==> config.mk <==
export PLATFORM = sky130hd
export DESIGN_NAME = sdram_pattern_tester
export DESIGN_NICKNAME = d
export VERILOG_FILES = /design/src/rtl/sdram_pattern_tester.sv
export SDC_FILE = /design/constraint.sdc
export NUM_CORES = 1
export LEC_CHECK = 0
export ABC_CLOCK_PERIOD_IN_PS = 4320
export CORE_MARGIN = 8
export CORE_UTILIZATION = 45
export DETAILED_ROUTE_END_ITERATION = 6
export GPL_ROUTABILITY_DRIVEN = 0
export PLACE_DENSITY = 0.68
export SLEW_MARGIN = 20
export SYNTH_ARGS = -nofsm -noshare
export SYNTH_HDL_FRONTEND = slang
export SYNTH_SLANG_ARGS = --single-unit
==> constraint.sdc <==
create_clock -name iCLK -period 4.32 [get_ports iCLK]
set_input_delay 1.08 -clock iCLK [delete_from_list [all_inputs] [get_ports iCLK]]
set_output_delay 1.08 -clock iCLK [all_outputs]
set_load 0.02 [all_outputs]
==> src/rtl/sdram_pattern_tester.sv <==
// sdram_pattern_tester: Avalon-MM pattern write/read-back tester with error counting.
// Define SDRAM_TESTER_INV_PASS_EN to add a second pass using inverted data.
module sdram_pattern_tester #(
  parameter int ADDR_W    = 25,
  parameter int DATA_W    = 16,
  parameter int ERR_CNT_W = 16,
  parameter int TIMEOUT   = 1023
) (
  input  logic                 iCLK,
  input  logic                 iRST_n,
  input  logic                 iSTART,
  input  logic [1:0]           iMODE,
  input  logic                 iSTOP_ON_ERR,
  input  logic [ADDR_W-1:0]    iADDR_LO,
  input  logic [ADDR_W-1:0]    iADDR_HI,
  input  logic [31:0]          iSEED,
  output logic [ADDR_W-1:0]    oADDRESS,
  output logic                 oWRITE,
  output logic [DATA_W-1:0]    oWRITEDATA,
  output logic                 oREAD,
  input  logic                 iWAITREQUEST,
  input  logic [DATA_W-1:0]    iREADDATA,
  input  logic                 iREADDATAVALID,
  output logic                 oBUSY,
  output logic                 oPASS,
  output logic                 oFAIL,
  output logic                 oDONE,
  output logic                 oCFG_ERR,
  output logic                 oTIMEOUT,
  output logic [ERR_CNT_W-1:0] oERR_CNT,
  output logic [ADDR_W-1:0]    oFIRST_ERR_ADDR,
  output logic [3:0]           oSTATE
);
  localparam int CW = $clog2(TIMEOUT + 1);
  typedef enum logic [3:0] {
    IDLE = 4'd0, WR = 4'd1, WR_NEXT = 4'd2, GAP = 4'd3, RD = 4'd4,
    RD_WAIT = 4'd5, CHECK = 4'd6, RD_NEXT = 4'd7, FAIL_S = 4'd8, PASS_S = 4'd9
  } state_t;
  state_t state_q, state_d;
  logic start_q, stop_q, stop_d, cfg_q, cfg_d, tmo_q, tmo_d;
  logic write_q, read_q, busy_q, pass_q, fail_q, done_q;
  logic [1:0] mode_q, mode_d;
  logic [ADDR_W-1:0] lo_q, lo_d, hi_q, hi_d, addr_q, addr_d, first_q, first_d;
  logic [31:0] seed_q, seed_d;
  logic [CW-1:0] cnt_q, cnt_d;
  logic [DATA_W-1:0] rdata_q, rdata_d, pat, exp_data;
  logic [ERR_CNT_W-1:0] err_q, err_d;
  function automatic logic [DATA_W-1:0] pattern(input logic [1:0] m, input logic [ADDR_W-1:0] a,
                                                input logic [31:0] s);
    logic [31:0] h0, h1, h2;
    logic [DATA_W-1:0] p;
    h0 = s + 32'(a);
    h1 = {h0[15:0], h0[31:16]} ^ s;
    h2 = h1 + s;
    p = DATA_W'({h2, h1});
    if (m == 2'd1) p = DATA_W'(a);
    if (m == 2'd2) p = DATA_W'(1) << (a % ADDR_W'(DATA_W));
    if (m == 2'd3) for (int i = 0; i < DATA_W; i++) p[i] = a[0] == i[0];
    return p;
  endfunction
  assign pat = pattern(mode_q, addr_q, seed_q);
`ifdef SDRAM_TESTER_INV_PASS_EN
  logic inv_q, inv_d;
  assign exp_data = pat ^ {DATA_W{inv_q}};
`else
  assign exp_data = pat;
`endif
  always_comb begin
    state_d = state_q;
    mode_d  = mode_q;
    stop_d  = stop_q;
    lo_d    = lo_q;
    hi_d    = hi_q;
    seed_d  = seed_q;
    addr_d  = addr_q;
    cnt_d   = cnt_q;
    rdata_d = rdata_q;
    err_d   = err_q;
    first_d = first_q;
    cfg_d   = cfg_q;
    tmo_d   = tmo_q;
`ifdef SDRAM_TESTER_INV_PASS_EN
    inv_d   = inv_q;
`endif
    case (state_q)
      IDLE, PASS_S, FAIL_S: if (iSTART && !start_q) begin
        mode_d  = iMODE;
        stop_d  = iSTOP_ON_ERR;
        lo_d    = iADDR_LO;
        hi_d    = iADDR_HI;
        seed_d  = iSEED;
        addr_d  = iADDR_LO;
        err_d   = '0;
        first_d = '0;
        tmo_d   = 1'b0;
        cfg_d   = iADDR_LO > iADDR_HI;
        state_d = iADDR_LO > iADDR_HI ? FAIL_S : WR;
`ifdef SDRAM_TESTER_INV_PASS_EN
        inv_d   = 1'b0;
`endif
      end
      WR: state_d = iWAITREQUEST ? WR : WR_NEXT;
      WR_NEXT: begin
        addr_d  = addr_q == hi_q ? lo_q : addr_q + ADDR_W'(1);
        state_d = addr_q == hi_q ? GAP : WR;
        cnt_d   = '0;
      end
      GAP: begin
        cnt_d   = cnt_q + CW'(1);
        state_d = cnt_q == CW'(1) ? RD : GAP;
      end
      RD: begin
        cnt_d   = '0;
        state_d = iWAITREQUEST ? RD : RD_WAIT;
      end
      RD_WAIT: if (iREADDATAVALID) begin
        rdata_d = iREADDATA;
        state_d = CHECK;
      end else if (cnt_q == CW'(TIMEOUT - 1)) begin
        tmo_d   = 1'b1;
        state_d = FAIL_S;
      end else cnt_d = cnt_q + CW'(1);
      CHECK: begin
        state_d = RD_NEXT;
        if (rdata_q != exp_data) begin
          first_d = err_q == '0 ? addr_q : first_q;
          err_d   = err_q + ERR_CNT_W'(~&err_q);
          state_d = stop_q ? FAIL_S : RD_NEXT;
        end
      end
      RD_NEXT:
`ifdef SDRAM_TESTER_INV_PASS_EN
        if (addr_q == hi_q && !inv_q) begin
          inv_d   = 1'b1;
          addr_d  = lo_q;
          state_d = WR;
        end else
`endif
        if (addr_q == hi_q) state_d = err_q == '0 ? PASS_S : FAIL_S;
        else begin
          addr_d  = addr_q + ADDR_W'(1);
          state_d = RD;
        end
      default: state_d = IDLE;
    endcase
  end
  always_ff @(posedge iCLK) begin
    if (!iRST_n) begin
      state_q <= IDLE;
      start_q <= 1'b1;
      mode_q  <= '0;
      stop_q  <= 1'b0;
      lo_q    <= '0;
      hi_q    <= '0;
      seed_q  <= '0;
      addr_q  <= '0;
      cnt_q   <= '0;
      rdata_q <= '0;
      err_q   <= '0;
      first_q <= '0;
      cfg_q   <= 1'b0;
      tmo_q   <= 1'b0;
      write_q <= 1'b0;
      read_q  <= 1'b0;
      busy_q  <= 1'b0;
      pass_q  <= 1'b0;
      fail_q  <= 1'b0;
      done_q  <= 1'b0;
`ifdef SDRAM_TESTER_INV_PASS_EN
      inv_q   <= 1'b0;
`endif
    end else begin
      state_q <= state_d;
      start_q <= iSTART;
      mode_q  <= mode_d;
      stop_q  <= stop_d;
      lo_q    <= lo_d;
      hi_q    <= hi_d;
      seed_q  <= seed_d;
      addr_q  <= addr_d;
      cnt_q   <= cnt_d;
      rdata_q <= rdata_d;
      err_q   <= err_d;
      first_q <= first_d;
      cfg_q   <= cfg_d;
      tmo_q   <= tmo_d;
      write_q <= state_d == WR;
      read_q  <= state_d == RD;
      busy_q  <= state_d inside {WR, WR_NEXT, GAP, RD, RD_WAIT, CHECK, RD_NEXT};
      pass_q  <= state_d == PASS_S;
      fail_q  <= state_d == FAIL_S;
      done_q  <= state_d inside {PASS_S, FAIL_S};
`ifdef SDRAM_TESTER_INV_PASS_EN
      inv_q   <= inv_d;
`endif
    end
  end
  assign oADDRESS        = addr_q;
  assign oWRITE          = write_q;
  assign oWRITEDATA      = exp_data;
  assign oREAD           = read_q;
  assign oBUSY           = busy_q;
  assign oPASS           = pass_q;
  assign oFAIL           = fail_q;
  assign oDONE           = done_q;
  assign oCFG_ERR        = cfg_q;
  assign oTIMEOUT        = tmo_q;
  assign oERR_CNT        = err_q;
  assign oFIRST_ERR_ADDR = first_q;
  assign oSTATE          = state_q;
endmodule

==> metrics.log, run 1 <==
INFO  metric synthDistinctLibCells = slightly below 80
INFO  metric synth_simple_gate_area_share = 0.259
INFO  metric drive_above_1_share = 0.0838
INFO  metric final_cell_area = approximately 15,000 µm²
INFO  metric synth_edf_count = 0
INFO  metric status = complete, no violations
INFO  metric post_drt_wl_per_cell = 20.7 µm
INFO  metric syn2layout_area_growth = 28.0%
INFO  metric final_common_cell = nand2_1
INFO  metric avgViaCountPerCell = between 6 and 7
INFO  metric path_class_of_the_lowest_slack_min_delay_path = reg -> reg
INFO  metric layout_common_cells = 355 x nand2_1, 187 x clkdlybuf4s50_1, 184 x a21oi_1, 184 x dfxtp_1, 92 x nor2_1
INFO  metric overflow = 0
INFO  metric final-setup-viol-count = 0
INFO  metric synth.net_count = about 1,800
INFO  metric timing_worst_setup_path_type = reg -> out
INFO  metric critical_path.max_fanout = 7
INFO  metric die_height = 178 µm
INFO  metric yosysWarnings = 0
INFO  metric initial_core_util = 0.456
INFO  metric clock-root-buffer = clkbuf_16
INFO  metric multiInputGateArea = 7670 µm²
INFO  metric ys_seq_area_frac = 0.322
INFO  metric totalPowerFinal = between 4000 and 5000 µW
INFO  metric layout_min_cycle_time = roughly 4.3 ns
INFO  metric leakage = 0.00566 µW
INFO  metric wire_length_of_the_first_global_routing_pass = around 67,000 µm
INFO  metric initial_antenna_violation_count = 0
INFO  metric slew_headroom = 0.391
INFO  metric cts_made_buffers = 17
INFO  metric setup_total_neg_slack = 0 ns
INFO  metric clkTransAtPathRegs = 0.08 ns
INFO  metric period_share = 0.986
INFO  metric number_of_port_buffers = 199
INFO  metric critPathRequiredTime = 3.24 ns
INFO  metric tritoncts_num_sinks = 190
INFO  metric worst_setup_path_start_kind = register
INFO  metric async_reset_ff_frac = 0
INFO  metric core_area = ~26,000 µm²
INFO  metric post-synth-top-area-fraction = 0.322
INFO  metric synthXorXnorAreaFrac = 0.0518
INFO  metric area_leader_netlist = dfxtp_1
INFO  metric ant_nets = 0
INFO  metric yosys-mux-area-fraction = 0.0279
INFO  metric most_frequently_used_flop_master_after_synthesis = dfxtp_1
INFO  metric detailed_place_hpwl = about 33,000 µm
INFO  metric dpl_cell_area = between 10,000 and 15,000 µm²
INFO  metric tritoncts = yes
INFO  metric h_tree_level_count = 4
INFO  metric synth-seq-cells = 190
INFO  metric synth_compound_area_frac = 0.226
INFO  metric cts_buffer_depth = 2
INFO  metric die_w = 178 µm
INFO  metric synth.cell_area = around 12,000 µm²
INFO  metric clock_latency = 0.44 ns
INFO  metric std_cell_rows = 59
INFO  metric max_capacitance_violation_total = 0
INFO  metric grt_pass1_vias = 12,100
INFO  metric num_io_pins = 200
INFO  metric gr-usage-all-layers = 0.268
INFO  metric worstSetupEndpointType = output port
INFO  metric cts_hold_buf = 0
INFO  metric dieArea = between 30,000 and 40,000 µm²
INFO  metric slew_violations = 0
INFO  metric netlist_top_cells_area = dfxtp_1 32%, nand2_1 11%, a21oi_1 8.3%
INFO  metric synthAdderAreaFrac = 0.0635
INFO  metric max_freq = ~230 MHz
INFO  metric detailedRoute.firstIterationViolations = 1,495
INFO  metric clock_skew = approximately 0.017 ns
INFO  metric fill_cells = 2,508
INFO  metric maximum_number_of_pins_on_one_net_before_global_route_repair = 88
INFO  metric largest_family_of_logic_cells_by_synthesized_area = simple AND/OR/NAND/NOR gates
INFO  metric worstPathArrival = roughly 3.2 ns
INFO  metric rsz0062_at_grt = yes
INFO  metric power-per-cell-area = 287 nW/µm²
INFO  metric final_hold_vios = 0
INFO  metric layout.area.seq = between 3000 and 4000 µm²
INFO  metric insertedDiodeCount = 0
INFO  metric syn_inst = approximately 1,600
INFO  metric worst_ir_drop_vdd = 0.000283 V
INFO  metric total_number_of_vias = 12,900
INFO  metric postRouteWirelength = between 40,000 and 50,000 µm
INFO  metric timing_worst_slew_pin_value = 0.906 ns
INFO  metric synth_area_per_cell = about 7.4 µm²
INFO  metric post-route-drc-count = 0
INFO  metric detailedRoute.firstPassIterationCount = 6
INFO  metric nets = roughly 2,000
==> kinds of logic after synthesis <==
| group | count (synthesis) |
|---|---|
| AOI/OAI and AO/OA | 435 |
| DFF | 190 |
| muxes | 33 |
| adders and majority gates | 60 |
| and+or+nand+nor | 668 |
| xor gates and xnor gates | 70 |
| buffers and inverters | 149 |
==> through the flow <==
| stage | utilization | hold slack, ns | setup slack (ns) | instances |
|---|---|---|---|---|
| floorplan | - | 0.436 | 0.357 | 1605 |
| global placement | 0.553 | 0.441 | 0.0749 | 2104 |
| detailed placement | 0.553 | 0.448 | 0.00624 | 2104 |
| CTS | 0.577 | 0.459 | -0.0227 | 2136 |
| global route | 0.584 | 0.475 | -0.0154 | 2137 |
| finish | 0.584 | 0.457 | 0.0584 | 2137 |
==> metal layers <==
| metal | vias to the layer above | wire, µm | GRT usage |
|---|---|---|---|
| met5 | - | 0 | 0 |
| met4 | 0 | 2360 | 0.151 |
| met3 | 117 | 4210 | 0.0616 |
| met2 | 687 | 18900 | 0.399 |
| met1 | 6073 | 18900 | 0.350 |
| li1 | 6057 | - | - |
==> report_power, final <==
| group | switching [µW] | total, µW | internal, µW |
|---|---|---|---|
| clock network | 797 | 1570 | 773 |
| logic | 547 | 927 | 381 |
| registers | 52.8 | 1850 | 1800 |
| total | 1400 | 4350 | 2950 |
==> layout make-up <==
type	instances	share of cell area
clock buffers	18	0.0284
clock inverters	14	0.00984
inverters	54	0.0136
multi-input cells	1266	0.507
flip-flops and latches	190	0.252
well taps	335	0.0277
repair buffers	260	0.161
==> flip-flops by register name, summed over array words and instances, names as in the netlist <==
register,flops
seed_q,32
hi_q,25
lo_q,25
oADDRESS,25
oFIRST_ERR_ADDR,25
oERR_CNT,16
rdata_q,16
cnt_q,10
oSTATE,4
mode_q,2
oBUSY,1
oCFG_ERR,1
oDONE,1
oFAIL,1
oPASS,1
oREAD,1
oTIMEOUT,1
oWRITE,1
start_q,1
stop_q,1
==> what timing repair did <==
item                                    4_1_cts  5_1_grt
gates resized for setup                      29       39
pin swaps                                     2        4
endpoints found under the setup margin       13       53
buffers inserted                              0        1
==> critical path, stage by stage, from the launching register on <==
cell             delay (ns)
dfxtp_1                0.39
ha_4                   0.26
a21oi_1                0.31
o21ai_1                0.19
a21o_1                 0.24
a21o_1                 0.17
a222oi_1               0.29
o211ai_1               0.27
clkdlybuf4s50_1        0.61
==> Yosys cell counts, types with 9 or more instances <==
library cell	instances
a21o_1	15
a21oi_1	196
a221oi_1	10
a22o_1	9
a31oi_1	14
and2_1	9
and3_1	27
buf_1	10
clkbuf_1	74
dfxtp_1	190
ha_1	60
inv_1	53
mux2i_1	33
nand2_1	356
nand2b_1	11
nand3_1	41
nand4_1	23
nor2_1	94
nor2b_1	10
nor3_1	28
nor4_1	20
o211ai_1	12
o21a_1	15
o21ai_0	68
o21ai_1	11
o22ai_1	10
o31ai_1	10
or4_1	11
xnor2_1	39
xor2_1	31
==> path summary, 6_finish.rpt <==
check / startpoint / end / slack [ns] / depth (start not counted)
max: oADDRESS[20] / oWRITEDATA[5] / 0.06 / 8
max reg2reg: oADDRESS[23] / oERR_CNT[1] / 0.25 / 14
min: lo_q[20] / lo_q[20] / 0.46 / 2
min reg2reg: lo_q[20] / lo_q[20] / 0.46 / 2
(Power assumes the default switching activity.)
==> run 2, diff against run 1 <==
--- a/config.mk
+++ b/config.mk
@@ -5,7 +5,7 @@
 export SDC_FILE = /design/constraint.sdc
 export NUM_CORES = 1
 export LEC_CHECK = 0
-export ABC_CLOCK_PERIOD_IN_PS = 4320
+export ABC_CLOCK_PERIOD_IN_PS = 5100
 export CORE_MARGIN = 8
 export CORE_UTILIZATION = 45
 export DETAILED_ROUTE_END_ITERATION = 6
==> constraint.sdc (replaced) <==
create_clock -name iCLK -period 5.1 [get_ports iCLK]
set_input_delay 1.275 -clock iCLK [delete_from_list [all_inputs] [get_ports iCLK]]
set_output_delay 1.275 -clock iCLK [all_outputs]
set_load 0.02 [all_outputs]
==> run 2 against run 1 <==
The run now ends with DRC left. Die area stayed put. Power is 12% lower. Count of clock-buffer cells in the layout is 1 lower. First-iteration DRC count is 9.0% lower. Clock skew is 0.0042 ns higher. Combinational power is 17% lower. Largest power group unchanged.
==> metrics.log, run 2 (same netlist as run 1, synthesis figures left out) <==
INFO  metric largest-register = seed_q
INFO  metric layout.core_utilization = 0.575 (-0.00918)
INFO  metric post-route-drc-count = 1 (+1)
INFO  metric postCtsSetupBuffers = 0 (unchanged)
INFO  metric period_share = 0.976
INFO  metric drive_above_1_share = 0.0582 (-0.0256)
INFO  metric wire_length_of_the_first_global_routing_pass = 67,600 µm (+1.4%)
INFO  metric worst_ir_drop_vdd = 0.000222 V (-21%)
INFO  metric slew_headroom = 0.382 (-0.00846)
INFO  metric core_area = 25,900 µm² (unchanged)
INFO  metric setup_total_neg_slack = 0 ns (unchanged)
INFO  metric ant_nets = 0 (unchanged)
INFO  metric postRouteWirelength = 43,900 µm (-0.90%)
INFO  metric max_ffs_per_register = 32 (unchanged)
INFO  metric gr-usage-all-layers = 0.270 (+0.00265)
INFO  metric post_drt_wl_per_cell = 20.7 µm (-0.15%)
INFO  metric leakage = 0.00556 µW (-1.9%)
INFO  metric critPathRequiredTime = 3.83 ns (+0.59 ns)
INFO  metric ff2ff_path_depth = 14 (unchanged)
INFO  metric rsz0062_at_grt = no
INFO  metric cts_hold_buf = 0 (unchanged)
INFO  metric fill_cells = 2,467 (-1.6%)
INFO  metric timing.hold.worst_path_depth = 2 (unchanged)
INFO  metric critical_path.max_fanout = 9 (+2)
INFO  metric timing_worst_setup_path_type = reg -> out
INFO  metric timing_worst_slew_pin_value = 0.927 ns (+0.0210 ns)
INFO  metric tritoncts_num_sinks = 190 (unchanged)
INFO  metric path_class_of_the_lowest_slack_min_delay_path = reg -> reg
INFO  metric final_common_cell = nand2_1
INFO  metric reg2reg_slack = 0.74 ns (+0.49 ns)
INFO  metric total_number_of_vias = 12,800 (-0.72%)
INFO  metric clock-root-buffer = clkbuf_16
INFO  metric overflow = 0 (unchanged)
INFO  metric dieArea = 31,700 µm² (unchanged)
INFO  metric cts_made_buffers = 17 (unchanged)
INFO  metric totalPowerFinal = 3810 µW (-12%)
INFO  metric max_freq = 201 MHz
INFO  metric crit-reg2reg-capture = oERR_CNT[1]
INFO  metric clock_skew = 0.0210 ns (+0.00417 ns)
INFO  metric worstPathArrival = 3.70 ns (+0.52 ns)
INFO  metric avgViaCountPerCell = 6.05 (about the same)
INFO  metric num_io_pins = 200 (unchanged)
INFO  metric die_height = 178 µm (unchanged)
INFO  metric maximum_number_of_pins_on_one_net_before_global_route_repair = 84 (-4.5%)
INFO  metric syn2layout_area_growth = 25.9%
INFO  metric status = finished with violations
INFO  metric cts-resized-gates = 0 (-100%)
INFO  metric detailedRoute.firstIterationViolations = 1,360 (-9.0%)
INFO  metric clkTransAtPathRegs = 0.08 ns (about the same)
INFO  metric insertedDiodeCount = 0 (unchanged)
INFO  metric max_capacitance_violation_total = 0 (unchanged)
INFO  metric min-delay-start = lo_q[10]
INFO  metric layout_min_cycle_time = approximately 5.0 ns
INFO  metric final_hold_vios = 0 (unchanged)
INFO  metric std_cell_rows = 59 (unchanged)
INFO  metric whs_endpoint = lo_q[10]
INFO  metric violations = DRC
INFO  metric rr_startpoint = seed_q[22]
INFO  metric h_tree_level_count = 4 (unchanged)
INFO  metric final-setup-viol-count = 0 (unchanged)
INFO  metric layout_common_cells = 355 x nand2_1, 199 x clkdlybuf4s50_1, 192 x a21oi_1
INFO  metric grt_pass1_vias = 12,100 (+0.25%)
INFO  metric number_of_port_buffers = 199 (unchanged)
INFO  metric die_w = 178 µm (unchanged)
INFO  metric tritoncts = yes
INFO  metric detailedRoute.firstPassIterationCount = 7 (+1)
INFO  metric power-per-cell-area = 256 nW/µm² (-11%)
INFO  metric worstSetupEndpointType = output port
INFO  metric initial_core_util = 0.456 (unchanged)
INFO  metric detailed_place_hpwl = 33,400 µm (+0.33%)
INFO  metric clock_latency = 0.45 ns (about the same)
INFO  metric initial_antenna_violation_count = 0 (unchanged)
INFO  metric nets = 1,939 (-0.82%)
INFO  metric worst_setup_path_start_kind = register
INFO  metric cts_buffer_depth = 2 (unchanged)
INFO  metric slew_violations = 0 (unchanged)
==> run 2: how the worst max path moves through the flow <==
stage                      start                  end  slack (ns)
floorplan           oADDRESS[11]  oFIRST_ERR_ADDR[10]        1.14
global placement    oADDRESS[12]        oWRITEDATA[9]        0.44
detailed placement  oADDRESS[12]        oWRITEDATA[9]        0.58
CTS                 oADDRESS[12]        oWRITEDATA[9]        0.06
global route        oADDRESS[10]        oWRITEDATA[9]       0.001
finish              oADDRESS[10]        oWRITEDATA[9]        0.12
==> run 2: metal layers <==
| metal | share of wire | vias up | track usage |
|---|---|---|---|
| met3 | 0.091 | 124 | 0.0595 |
| li1 | - | 6029 | - |
| met2 | 0.43 | 648 | 0.410 |
| met4 | 0.051 | 0 | 0.148 |
| met1 | 0.43 | 6040 | 0.351 |
| met5 | 0 | - | 0 |
==> run 2: critical path, stage by stage, from the launching register on <==
cell	delay, ns
dfxtp_2	0.40
ha_1	0.42
nand2_1	0.14
nor3_1	0.31
nand3_1	0.13
o31a_1	0.18
nand2_1	0.15
o41ai_1	0.10
a2111oi_1	0.46
buf_4	0.20
mux2i_1	0.06
nor2_1	0.09
nor2_1	0.05
clkdlybuf4s50_1	0.55
==> run 2: layout make-up <==
class,instances,area (µm²),share of cell area
multi-input cells,1266,7480,0.502
well taps,335,419,0.0281
clock inverters,15,216,0.0145
clock buffers,17,425,0.0286
flip-flops and latches,190,3810,0.256
repair buffers,244,2340,0.157
inverters,54,205,0.0138
==> run 2: metrics by stage <==
step | hold WS [ns] | cell area (µm²) | std cells | setup WS, ns
global placement | 0.442 | 14200 | 2089 | 0.438
finish | 0.456 | 14900 | 2121 | 0.125
global route | 0.478 | 14900 | 2121 | 0.00120
CTS | 0.457 | 14900 | 2121 | 0.0649
floorplan | 0.436 | 11800 | 1605 | 1.14
detailed placement | 0.446 | 14200 | 2089 | 0.581
==> run 2: where the power goes <==
group	internal (µW)	switching [µW]	leakage, µW
Sequential	1520	40.3	0.00154
Combinational	314	460	0.00371
Clock	761	708	0.000311
Total	2600	1210	0.00556
==> run 3, diff against run 2 <==
--- a/config.mk
+++ b/config.mk
@@ -6,8 +6,8 @@
 export NUM_CORES = 1
 export LEC_CHECK = 0
 export ABC_CLOCK_PERIOD_IN_PS = 5100
-export CORE_MARGIN = 8
 export CORE_UTILIZATION = 45
+export CTS_BUF_LIST = sky130_fd_sc_hd__clkbuf_4 sky130_fd_sc_hd__clkbuf_8 sky130_fd_sc_hd__clkbuf_16
 export DETAILED_ROUTE_END_ITERATION = 6
 export GPL_ROUTABILITY_DRIVEN = 0
 export PLACE_DENSITY = 0.68
==> run 3 against run 2 <==
Maximum frequency increased by 1.8%. Highest routed layer unchanged. Setup slack gained 0.090 ns. Critical path depth fell by 4. Register-to-register slack improved by 0.08 ns. Sequential power is essentially flat. The flow now finishes without violations. Critical path type unchanged. Non-clock buffer count down 6.
==> metrics.log, run 3 (same netlist as run 1, synthesis figures left out) <==
INFO  metric tritoncts = yes
INFO  metric reg2reg_slack = 0.82 ns (+0.08 ns)
INFO  metric timing.hold.worst_path_depth = 2 (unchanged)
INFO  metric period_share = 0.958 (-0.0176)
INFO  metric dieArea = 26,900 µm² (-15%)
INFO  metric worst_ir_drop_vdd = 0.000217 V (-2.3%)
INFO  metric crit-reg2reg-capture = oFIRST_ERR_ADDR[19]
INFO  metric nets = 1,933 (-0.31%)
INFO  metric ant_nets = 0 (unchanged)
INFO  metric gr-usage-all-layers = 0.311 (+0.0405)
INFO  metric maximum_number_of_pins_on_one_net_before_global_route_repair = 128 (+52%)
INFO  metric timing.final.ws_setup = 0.214 ns (+0.0897 ns)
INFO  metric final-setup-viol-count = 0 (unchanged)
INFO  metric whs_endpoint = lo_q[24]
INFO  metric post-route-drc-count = 0 (-1)
INFO  metric setup_total_neg_slack = 0 ns (unchanged)
INFO  metric slew_violations = 0 (unchanged)
INFO  metric non_filler_cells_in_the_finished_layout = 2,110 (-0.52%)
INFO  metric total_number_of_vias = 12,700 (-1.2%)
INFO  metric final_common_cell = nand2_1
INFO  metric num_io_pins = 200 (unchanged)
INFO  metric placed_cells_incl_taps = 2,078 (-0.53%)
INFO  metric syn2layout_area_growth = 25.9% (about the same)
INFO  metric met2_length = 18,400 µm (-2.8%)
INFO  metric die_height = 164 µm (-7.9%)
INFO  metric core_area = 25,500 µm² (-1.7%)
INFO  metric max_freq = 205 MHz (+1.8%)
INFO  metric final_hold_vios = 0 (unchanged)
INFO  metric leakage = 0.00556 µW (about the same)
INFO  metric largest-register = seed_q
INFO  metric path_class_of_the_lowest_slack_min_delay_path = reg -> reg
INFO  metric route.met3.wl = 3570 µm (-11%)
INFO  metric drive_above_1_share = 0.0562 (-0.00205)
INFO  metric layout.area.seq = 3800 µm² (about the same)
INFO  metric multiInputGateArea = 7520 µm² (+0.54%)
INFO  metric post_drt_wl_per_cell = 19.9 µm (-4.0%)
INFO  metric avgViaCountPerCell = 6.01 (-0.67%)
INFO  metric placement.setup.worst_slack = 0.520 ns (-0.0616 ns)
INFO  metric grt_pass1_vias = 11,500 (-4.8%)
INFO  metric insertedDiodeCount = 0 (unchanged)
INFO  metric worstPathArrival = 3.61 ns (-0.09 ns)
INFO  metric cells_along_the_critical_path = ha_1, a21oi_1, o21ai_0, a21oi_1, a31oi_1, a41oi_1, xnor2_1, o21ai_1, clkdlybuf4s50_1
INFO  metric wl_met1 = 18,000 µm (-3.9%)
INFO  metric max_capacitance_violation_total = 0 (unchanged)
INFO  metric timing_worst_slew_pin_value = 0.894 ns (-0.0323 ns)
INFO  metric rr_startpoint = seed_q[17]
INFO  metric ff2ff_path_depth = 14 (unchanged)
INFO  metric worstSetupEndpointType = output port
INFO  metric detailedRoute.firstPassIterationCount = 6 (-1)
INFO  metric cts_buffer_depth = 2 (unchanged)
INFO  metric highest_signal_layer = met4
INFO  metric critPathRequiredTime = 3.83 ns (about the same)
INFO  metric initial_antenna_violation_count = 0 (unchanged)
INFO  metric slew_headroom = 0.404 (+0.0215)
INFO  metric cts_hold_buf = 0 (unchanged)
INFO  metric worst_setup_path_start_kind = register
INFO  metric postRouteWirelength = 42,000 µm (-4.5%)
INFO  metric tritoncts_num_sinks = 190 (unchanged)
INFO  metric status = complete, no violations
INFO  metric layout_min_cycle_time = 4.89 ns (-0.0897 ns)
INFO  metric wire_length_of_the_first_global_routing_pass = 64,200 µm (-5.1%)
INFO  metric die_w = 164 µm (-7.9%)
INFO  metric worst_path_max_delay_cell = clkdlybuf4s50_1
INFO  metric max_ffs_per_register = 32 (unchanged)
INFO  metric critical_path_cell_count = 9 (-4)
INFO  metric min-delay-start = lo_q[24]
INFO  metric critPathTopFamily = compound AO/OA/AOI/OAI gates
INFO  metric clock-root-buffer = clkbuf_16
INFO  metric cts_made_buffers = 17 (unchanged)
INFO  metric finalHoldWorstSlack = 0.456 ns (+0.0000550 ns)
INFO  metric detailed_place_hpwl = 31,300 µm (-6.2%)
INFO  metric critical_path_buf_inv_count = 1 (-1)
INFO  metric layout_common_cells = 355 x nand2_1, 198 x clkdlybuf4s50_1, 192 x a21oi_1
INFO  metric overflow = 0 (unchanged)
INFO  metric clock_skew = 0.0181 ns (-0.00290 ns)
INFO  metric power-per-cell-area = 252 nW/µm² (-1.4%)
INFO  metric slowest_delay = 0.68 ns (+0.13 ns)
INFO  metric h_tree_level_count = 4 (unchanged)
INFO  metric rsz0062_at_grt = no
INFO  metric postCtsSetupBuffers = 0 (unchanged)
INFO  metric initial_core_util = 0.464 (+0.00787)
INFO  metric cpMostUsedCell = a21oi_1
INFO  metric clock_latency = 0.45 ns (about the same)
INFO  metric layout.core_utilization = 0.585 (+0.00986)
INFO  metric critical_path.max_fanout = 7 (-2)
INFO  metric fill_cells = 2,393 (-3.0%)
INFO  metric clkTransAtPathRegs = 0.08 ns (about the same)
INFO  metric std_cell_rows = 58 (-1.7%)
INFO  metric timing_worst_setup_path_type = reg -> out
INFO  metric detailedRoute.firstIterationViolations = 1,206 (-11%)
INFO  metric number_of_port_buffers = 199 (unchanged)
[run 3: metal layers]
metal | up-vias | track usage
met5 | - | 0
met4 | 0 | 0.151
met3 | 106 | 0.0525
met2 | 611 | 0.475
met1 | 5958 | 0.422
li1 | 6014 | -
[run 3: power breakdown]
part | internal, µW | leakage [µW] | total (µW) | switching [µW]
Clock | 751 | 0.000302 | 1420 | 669
Sequential | 1520 | 0.00154 | 1560 | 41.3
Combinational | 315 | 0.00372 | 770 | 455
Total | 2590 | 0.00556 | 3750 | 1170
[run 3: final cells by class]
type / count / area share
multi-input combinational: 1266 / 0.505
sequential: 190 / 0.256
timing repair buffer: 238 / 0.156
clock buffer: 17 / 0.0286
tap: 330 / 0.0277
inverter: 54 / 0.0137
clock inverter: 15 / 0.0135
[run 3: worst max path at each step]
stage / from / endpoint / slack (ns)
final: oADDRESS[22] / oWRITEDATA[11] / 0.21
after global placement: oADDRESS[15] / oWRITEDATA[9] / 0.60
after detailed placement: oADDRESS[15] / oWRITEDATA[9] / 0.52
after floorplan: oADDRESS[11] / oFIRST_ERR_ADDR[10] / 1.14
after CTS: oADDRESS[15] / oWRITEDATA[9] / 0.05
after global routing: seed_q[20] / oWRITEDATA[6] / 0.06
[run 3: metrics by stage]
stage	total power (µW)	cell area, µm²
6_report	3750	14900
5_1_grt	3890	14900
4_1_cts	3750	14800
3_5_place_dp	2350	14200
3_3_place_gp	2340	14200
2_1_floorplan	2010	11800
[run 3: repair_timing]
| action | 4_1_cts | 5_1_grt |
|---|---|---|
| endpoints found under the hold margin | 0 | 0 |
| resized for setup | 0 | 16 |
| endpoints found under the setup margin | 0 | 2 |
[run 3: worst register-to-register path: stages, from the launching register on]
cell,delay (ns)
dfxtp_1,0.37
ha_1,0.46
nand4_1,0.32
nor4_1,0.35
o311ai_1,0.20
o211ai_1,0.15
xnor2_1,0.12
a21oi_1,0.35
xnor2_1,0.17
o2111ai_1,0.13
or4b_4,0.61
nor3_4,0.36
nor3b_2,0.09
buf_4,0.29
mux2i_1,0.17
